<file path="src/rtl/step_motor_phase_gen.sv">
// Four-wire stepper phase sequencer: move commands in, AX/AY/BX/BY bridge pattern out, position tracked.
// All outputs registered; step k lands k*P clocks after accept; cmd_ready only in IDLE; driver faults force coast.
`timescale 1ns/1ps
module step_motor_phase_gen #(
  parameter int PERIOD_W = 16,
  parameter int STEPS_W  = 16,
  parameter int POS_W    = 32
) (
  input  logic                clk,
  input  logic                reset_n,
  input  logic                cmd_valid,
  output logic                cmd_ready,
  input  logic [STEPS_W-1:0]  cmd_steps,
  input  logic                cmd_dir,
  input  logic                half_step,
  input  logic                hold,
  input  logic [PERIOD_W-1:0] step_period,
  input  logic                abort,
  input  logic                fault_clr,
  input  logic                FAULT_n,
  input  logic                OTW_n,
  output logic                AX,
  output logic                AY,
  output logic                BX,
  output logic                BY,
  output logic                busy,
  output logic                done,
  output logic                fault,
  output logic                otw,
  output logic [POS_W-1:0]    position
);

  localparam logic [1:0] ST_IDLE  = 2'd0;
  localparam logic [1:0] ST_RUN   = 2'd1;
  localparam logic [1:0] ST_FAULT = 2'd2;

  logic [1:0]          state_q, state_d;
  logic [2:0]          idx_q, idx_d;
  logic [POS_W-1:0]    pos_q, pos_d;
  logic [STEPS_W-1:0]  remain_q, remain_d;
  logic [PERIOD_W-1:0] cnt_q, cnt_d;
  logic [PERIOD_W-1:0] period_q, period_d;
  logic                dir_q, dir_d;
  logic                half_q, half_d;
  logic                hold_q, hold_d;
  logic [3:0]          pat_q, pat_d;
  logic                busy_q, busy_d;
  logic                done_q, done_d;
  logic                fault_q, fault_d;
  logic                otw_q, otw_d;
  logic                ready_q, ready_d;
  logic [1:0]          fsync_q, fsync_d;
  logic [1:0]          osync_q, osync_d;

  logic                fault_act;
  logic                tick;
  logic [PERIOD_W-1:0] eff_period;
  logic [2:0]          step_mag;
  logic [2:0]          idx_next;
  logic [POS_W-1:0]    pos_next;

  function automatic logic [3:0] phase_pat(input logic [2:0] i);
    case (i)
      3'd0:    phase_pat = 4'b1000;
      3'd1:    phase_pat = 4'b1010;
      3'd2:    phase_pat = 4'b0010;
      3'd3:    phase_pat = 4'b0110;
      3'd4:    phase_pat = 4'b0100;
      3'd5:    phase_pat = 4'b0101;
      3'd6:    phase_pat = 4'b0001;
      default: phase_pat = 4'b1001;
    endcase
  endfunction

  assign fault_act  = ~fsync_q[1];
  assign tick       = (cnt_q == PERIOD_W'(1));
  assign eff_period = (step_period < PERIOD_W'(2)) ? PERIOD_W'(2) : step_period;

  // Full-step runs on odd (two-phase-on) indices; from an even index the first step is a single half-step.
  assign step_mag = (half_q || !idx_q[0]) ? 3'd1 : 3'd2;
  assign idx_next = dir_q ? (idx_q + step_mag) : (idx_q - step_mag);
  assign pos_next = dir_q ? (pos_q + POS_W'(step_mag)) : (pos_q - POS_W'(step_mag));

  always_comb begin
    state_d  = state_q;
    idx_d    = idx_q;
    pos_d    = pos_q;
    remain_d = remain_q;
    cnt_d    = cnt_q;
    period_d = period_q;
    dir_d    = dir_q;
    half_d   = half_q;
    hold_d   = hold_q;
    pat_d    = pat_q;
    busy_d   = busy_q;
    done_d   = 1'b0;
    fault_d  = fault_q;
    otw_d    = otw_q;
    ready_d  = ready_q;
    fsync_d  = {fsync_q[0], FAULT_n};
    osync_d  = {osync_q[0], OTW_n};

    if (!osync_q[1]) begin
      otw_d = 1'b1;
    end else if (fault_clr) begin
      otw_d = 1'b0;
    end

    if (fault_act) begin
      state_d  = ST_FAULT;
      pat_d    = 4'b0000;
      remain_d = '0;
      cnt_d    = '0;
      fault_d  = 1'b1;
      busy_d   = 1'b0;
      ready_d  = 1'b0;
    end else begin
      case (state_q)
        ST_IDLE: begin
          if (cmd_valid && ready_q) begin
            if (cmd_steps == '0) begin
              done_d = 1'b1;
            end else begin
              state_d  = ST_RUN;
              remain_d = cmd_steps;
              dir_d    = cmd_dir;
              half_d   = half_step;
              hold_d   = hold;
              period_d = eff_period;
              cnt_d    = eff_period;
              pat_d    = phase_pat(idx_q);
              busy_d   = 1'b1;
              ready_d  = 1'b0;
            end
          end
        end
        ST_RUN: begin
          if (tick) begin
            idx_d    = idx_next;
            pos_d    = pos_next;
            remain_d = remain_q - STEPS_W'(1);
            cnt_d    = period_q;
            pat_d    = phase_pat(idx_next);
          end else begin
            cnt_d = cnt_q - PERIOD_W'(1);
          end
          // A terminal step coinciding with abort is still applied before stopping.
          if ((tick && remain_q == STEPS_W'(1)) || abort) begin
            state_d  = ST_IDLE;
            remain_d = '0;
            busy_d   = 1'b0;
            ready_d  = 1'b1;
            done_d   = 1'b1;
            if (!hold_q) begin
              pat_d = 4'b0000;
            end
          end
        end
        ST_FAULT: begin
          if (fault_clr) begin
            state_d = ST_IDLE;
            fault_d = 1'b0;
            ready_d = 1'b1;
          end
        end
        default: begin
          state_d = ST_IDLE;
        end
      endcase
    end
  end

  always_ff @(posedge clk or negedge reset_n) begin
    if (!reset_n) begin
      state_q  <= ST_IDLE;
      idx_q    <= '0;
      pos_q    <= '0;
      remain_q <= '0;
      cnt_q    <= '0;
      period_q <= '0;
      dir_q    <= 1'b0;
      half_q   <= 1'b0;
      hold_q   <= 1'b0;
      pat_q    <= 4'b0000;
      busy_q   <= 1'b0;
      done_q   <= 1'b0;
      fault_q  <= 1'b0;
      otw_q    <= 1'b0;
      ready_q  <= 1'b1;
      fsync_q  <= 2'b11;
      osync_q  <= 2'b11;
    end else begin
      state_q  <= state_d;
      idx_q    <= idx_d;
      pos_q    <= pos_d;
      remain_q <= remain_d;
      cnt_q    <= cnt_d;
      period_q <= period_d;
      dir_q    <= dir_d;
      half_q   <= half_d;
      hold_q   <= hold_d;
      pat_q    <= pat_d;
      busy_q   <= busy_d;
      done_q   <= done_d;
      fault_q  <= fault_d;
      otw_q    <= otw_d;
      ready_q  <= ready_d;
      fsync_q  <= fsync_d;
      osync_q  <= osync_d;
    end
  end

  assign AX        = pat_q[3];
  assign AY        = pat_q[2];
  assign BX        = pat_q[1];
  assign BY        = pat_q[0];
  assign busy      = busy_q;
  assign done      = done_q;
  assign fault     = fault_q;
  assign otw       = otw_q;
  assign cmd_ready = ready_q;
  assign position  = pos_q;

endmodule

</file>
<file path="config.mk">
export PLATFORM = sky130hd
export DESIGN_NAME = step_motor_phase_gen
export DESIGN_NICKNAME = d
export VERILOG_FILES = /design/src/rtl/step_motor_phase_gen.sv
export SDC_FILE = /design/constraint.sdc
export NUM_CORES = 1
export LEC_CHECK = 0
export CAP_MARGIN = 20
export CORE_ASPECT_RATIO = 1.75
export CORE_MARGIN = 5
export CORE_UTILIZATION = 55
export CTS_CLUSTER_SIZE = 25
export DETAILED_ROUTE_END_ITERATION = 7
export PLACE_DENSITY_LB_ADDON = 0.2
export SETUP_SLACK_MARGIN = 0.15
export SLEW_MARGIN = 20
export SYNTH_ARGS = -nofsm -noshare
export SYNTH_HDL_FRONTEND = slang
export SYNTH_SLANG_ARGS = --single-unit
</file>
<file path="constraint.sdc">
create_clock -name clk -period 3.3 [get_ports clk]
set_input_delay 0.66 -clock clk [delete_from_list [all_inputs] [get_ports clk]]
set_output_delay 0.66 -clock clk [all_outputs]
set_load 0.1 [all_outputs]
</file>
==> impl_metrics.yaml <==
run_status:
  status: "complete, no violations"
power_and_ir_drop:
  clkPwrFrac_pct: 28.3
  power.leakage_nw: 3.55
  p_comb_share_pct: 35.5
  vdd_drop_max_mv: 0.340
  power.internal_mw: 2.71
  p_total_mw: 4.18
  switching_share_pct: 35.3
  netSwitchingPower_mw: 1.48
  p_per_area_nw_per_um2: 516
  p_seq_share_pct: 36.2
sta:
  slew_headroom_pct: 39.6
  worst_clock_skew_ns: 0.00952
  period_share_pct: 91.6
  fmax_ghz: 0.331
  slew_viol_final: 0
  fin_tns_setup_ns: 0
  worst_slew_pin_slew_ns: 0.903
  finalSetupViolCount: 0
  hold_viol: 0
  min_period_ns: 3.02
  whs_ns: 0.278
  rsz0062_at_grt: "no"
detailed_routing:
  via_count: 6173
  drt_wl_total_mm: 17.5
  routed_via_density: 6.00
  drt-initial-drc-count: 264
  wl_per_cell_um: 17.0
  drtPass1Iterations: 5
  ant_nets: 0
  drc: 0
final_layout:
  final_cell_mix: "nand2_1 (103), dfrtp_1 (95), o21ai_0 (84)"
  final.fill_count: 1020
  nNetsFinal: 945
  antennaDiodeCount: 0
  final_common_cell: "nand2_1"
  area_growth_pct: 19.4
  drive_gt1_share_pct: 14.7
worst_setup_path:
  critical_path_arrival_ns: 3.24
  r2r_slack_ns: 0.28
  reg2reg_from: "dir_q$_DFFE_PN0P_"
  r2r_end: "position[29]$_DFFE_PN0P_"
  critPathKind: "reg2reg"
  reg2reg_depth: 11
  worstPathMaxFanout: 25
  cp-start-kind: "register"
  cp.required_ns: 3.52
  end_kind: "register"
logic_synthesis:
  avgSynthCellArea_sq_um: 8.72
  yosysTopAreaCell: "dfrtp_1"
  synthCells: 778
  ys_seq_elements: 101
  synth_area_sq_um: 6780
  synth_edf_count: 0
  synthTopCellsByArea: "dfrtp_1 (35%), ha_1 (7.9%), o21ai_0 (6.3%)"
  ys_seq_area_share_pct: 37.4
  ys.flop_type: "dfrtp_1"
  synthArstFlopShare_pct: 100
  synth_cell_types: 69
  ys.warnings.count: 0
  synth_fp_nets: 865
  synth.top_cell.area_share_pct: 35.4
clock_network:
  cts_setup_buffers: 0
  clock_path_buffers: 2
  htree_levels: 3
  cts-root-buf: "clkbuf_16"
  clkTransAtPathRegs_ns: 0.07
  cts_tree: "yes"
  clock_latency_ns: 0.35
  cts_buffers: 9
  cts.sinks: 101
placement:
  port_buffers: 82
  dpl.hpwl_mm: 13.1
  finalWeightedCongestion: 0.948
die:
  die_h_um: 157
  die_w_um: 93.9
  core_sq_um: 12100
  pin_count: 83
  die-area_sq_um: 14700
  initial_core_util_pct: 56.2
  rows: 53
job:
  max_cap_violations: 0
global_route:
  grt_max_degree: 45
  grt_overflow: 0
  grt_pass1_vias: 6481
  grt_pass1_wl_mm: 30.0
  antenna_found_initial: 0
  grtUsageTotal_pct: 24.9
hold_path:
  hold_class: "in2async"
## cells by family (layout without fill, tap and decap cells)
group / count (synthesis) / in the layout / synth area share (%)
AOI/OAI and AO/OA: 252 / 252 / 21.8
xor gates and xnor gates: 41 / 41 / 5.29
adders and majority gates: 45 / 45 / 8.52
buffers and inverters: 59 / 144 / 3.63
DFF: 101 / 101 / 37.4
muxes: 36 / 36 / 5.68
and+or+nand+nor: 244 / 244 / 17.7
## power by group through the flow
stage	logic [mW]	clock network (mW)	registers (mW)
3_5_place_dp	1.46	0	1.52
4_1_cts	1.47	1.22	1.50
5_1_grt	1.65	1.27	1.53
6_report	1.48	1.18	1.51
3_3_place_gp	1.40	0	1.52
2_1_floorplan	1.01	0	1.55
## metrics by stage
stage / utilization [%] / instance area (sq um) / worst slack (ns) / cells
global route: 67.1 / 8100 / 0.155 / 1028
detailed placement: 64.1 / 7740 / 0.196 / 1011
CTS: 66.9 / 8070 / 0.243 / 1027
finish: 67.1 / 8100 / 0.278 / 1028
global placement: 64.1 / 7740 / 0.231 / 1011
floorplan: - / 6780 / 0.333 / 778
## Yosys cell counts (all sizes together) (3+ instances only)
master and instances:
a211o 3, a211oi 6, a21o 12, a21oi 67, a22oi 4, a31oi 12, a32oi 3, and2 4
and3 5, buf 10, clkbuf 22, dfrtp 96, dfstp 5, ha 43, inv 27, mux2 20
mux2i 16, nand2 104, nand2b 3, nand3 17, nand4 6, nor2 41, nor3 22, nor3b 7
nor4 14, o211ai 4, o21a 7, o21ai 107, o21bai 6, o221ai 3, or2 7, or3 5
or4 5, xnor2 20, xor2 21
## repair_timing
action | 4_1_cts | 5_1_grt
hold buffers | 0 | 0
endpoints found under the setup margin | 0 | 8
resized for setup | 0 | 7
## cell type report
type	count	area (sq um)	share of cell area, %
multi-input combinational	618	4020	49.7
sequential	101	2530	31.3
timing repair buffer	100	888	11.0
clock buffer	11	253	3.12
tap	165	206	2.55
inverter	27	105	1.30
clock inverter	5	81.3	1.00
timing repair inverter	1	7.51	0.0927
## critical path, cell delays in order (launching register included)
cell        delay [ns]
dfrtp_2           0.48
clkinvlp_4        0.22
buf_12            0.22
ha_1              0.35
a21oi_1           0.28
nand2_1           0.08
o2111ai_1         0.31
a211oi_1          0.16
or3_1             0.34
a21oi_1           0.21
xor2_1            0.16
o21ai_0           0.09
## per-layer routing
| metal | track usage (%) | share of wire [%] |
|---|---|---|
| met1 | 27.3 | 37 |
| met4 | 10.5 | 3.1 |
| met3 | 4.11 | 4.8 |
| met2 | 46.6 | 55 |
| met5 | 0 | 0 |
## registers in the layout, indices dropped and copies added, names as in the netlist, 2 cells and up
register  count
pat_q         4
period_q     16
state_q       2
idx_q         3
fsync_q       2
osync_q       2
cnt_q        16
remain_q     16
position     32
## how the worst max path moves through the flow
stage / from / slack [ns] / endpoint
5_1_grt: dir_q$_DFFE_PN0P_ / 0.15 / position[25]$_DFFE_PN0P_
2_1_floorplan: dir_q$_DFFE_PN0P_ / 0.33 / position[21]$_DFFE_PN0P_
3_3_place_gp: cmd_steps[3] / 0.23 / cnt_q[1]$_DFFE_PN0P_
6_report: dir_q$_DFFE_PN0P_ / 0.28 / position[29]$_DFFE_PN0P_
4_1_cts: dir_q$_DFFE_PN0P_ / 0.24 / position[25]$_DFFE_PN0P_
3_5_place_dp: cmd_steps[3] / 0.20 / cnt_q[1]$_DFFE_PN0P_
(Power assumes the default switching activity.)
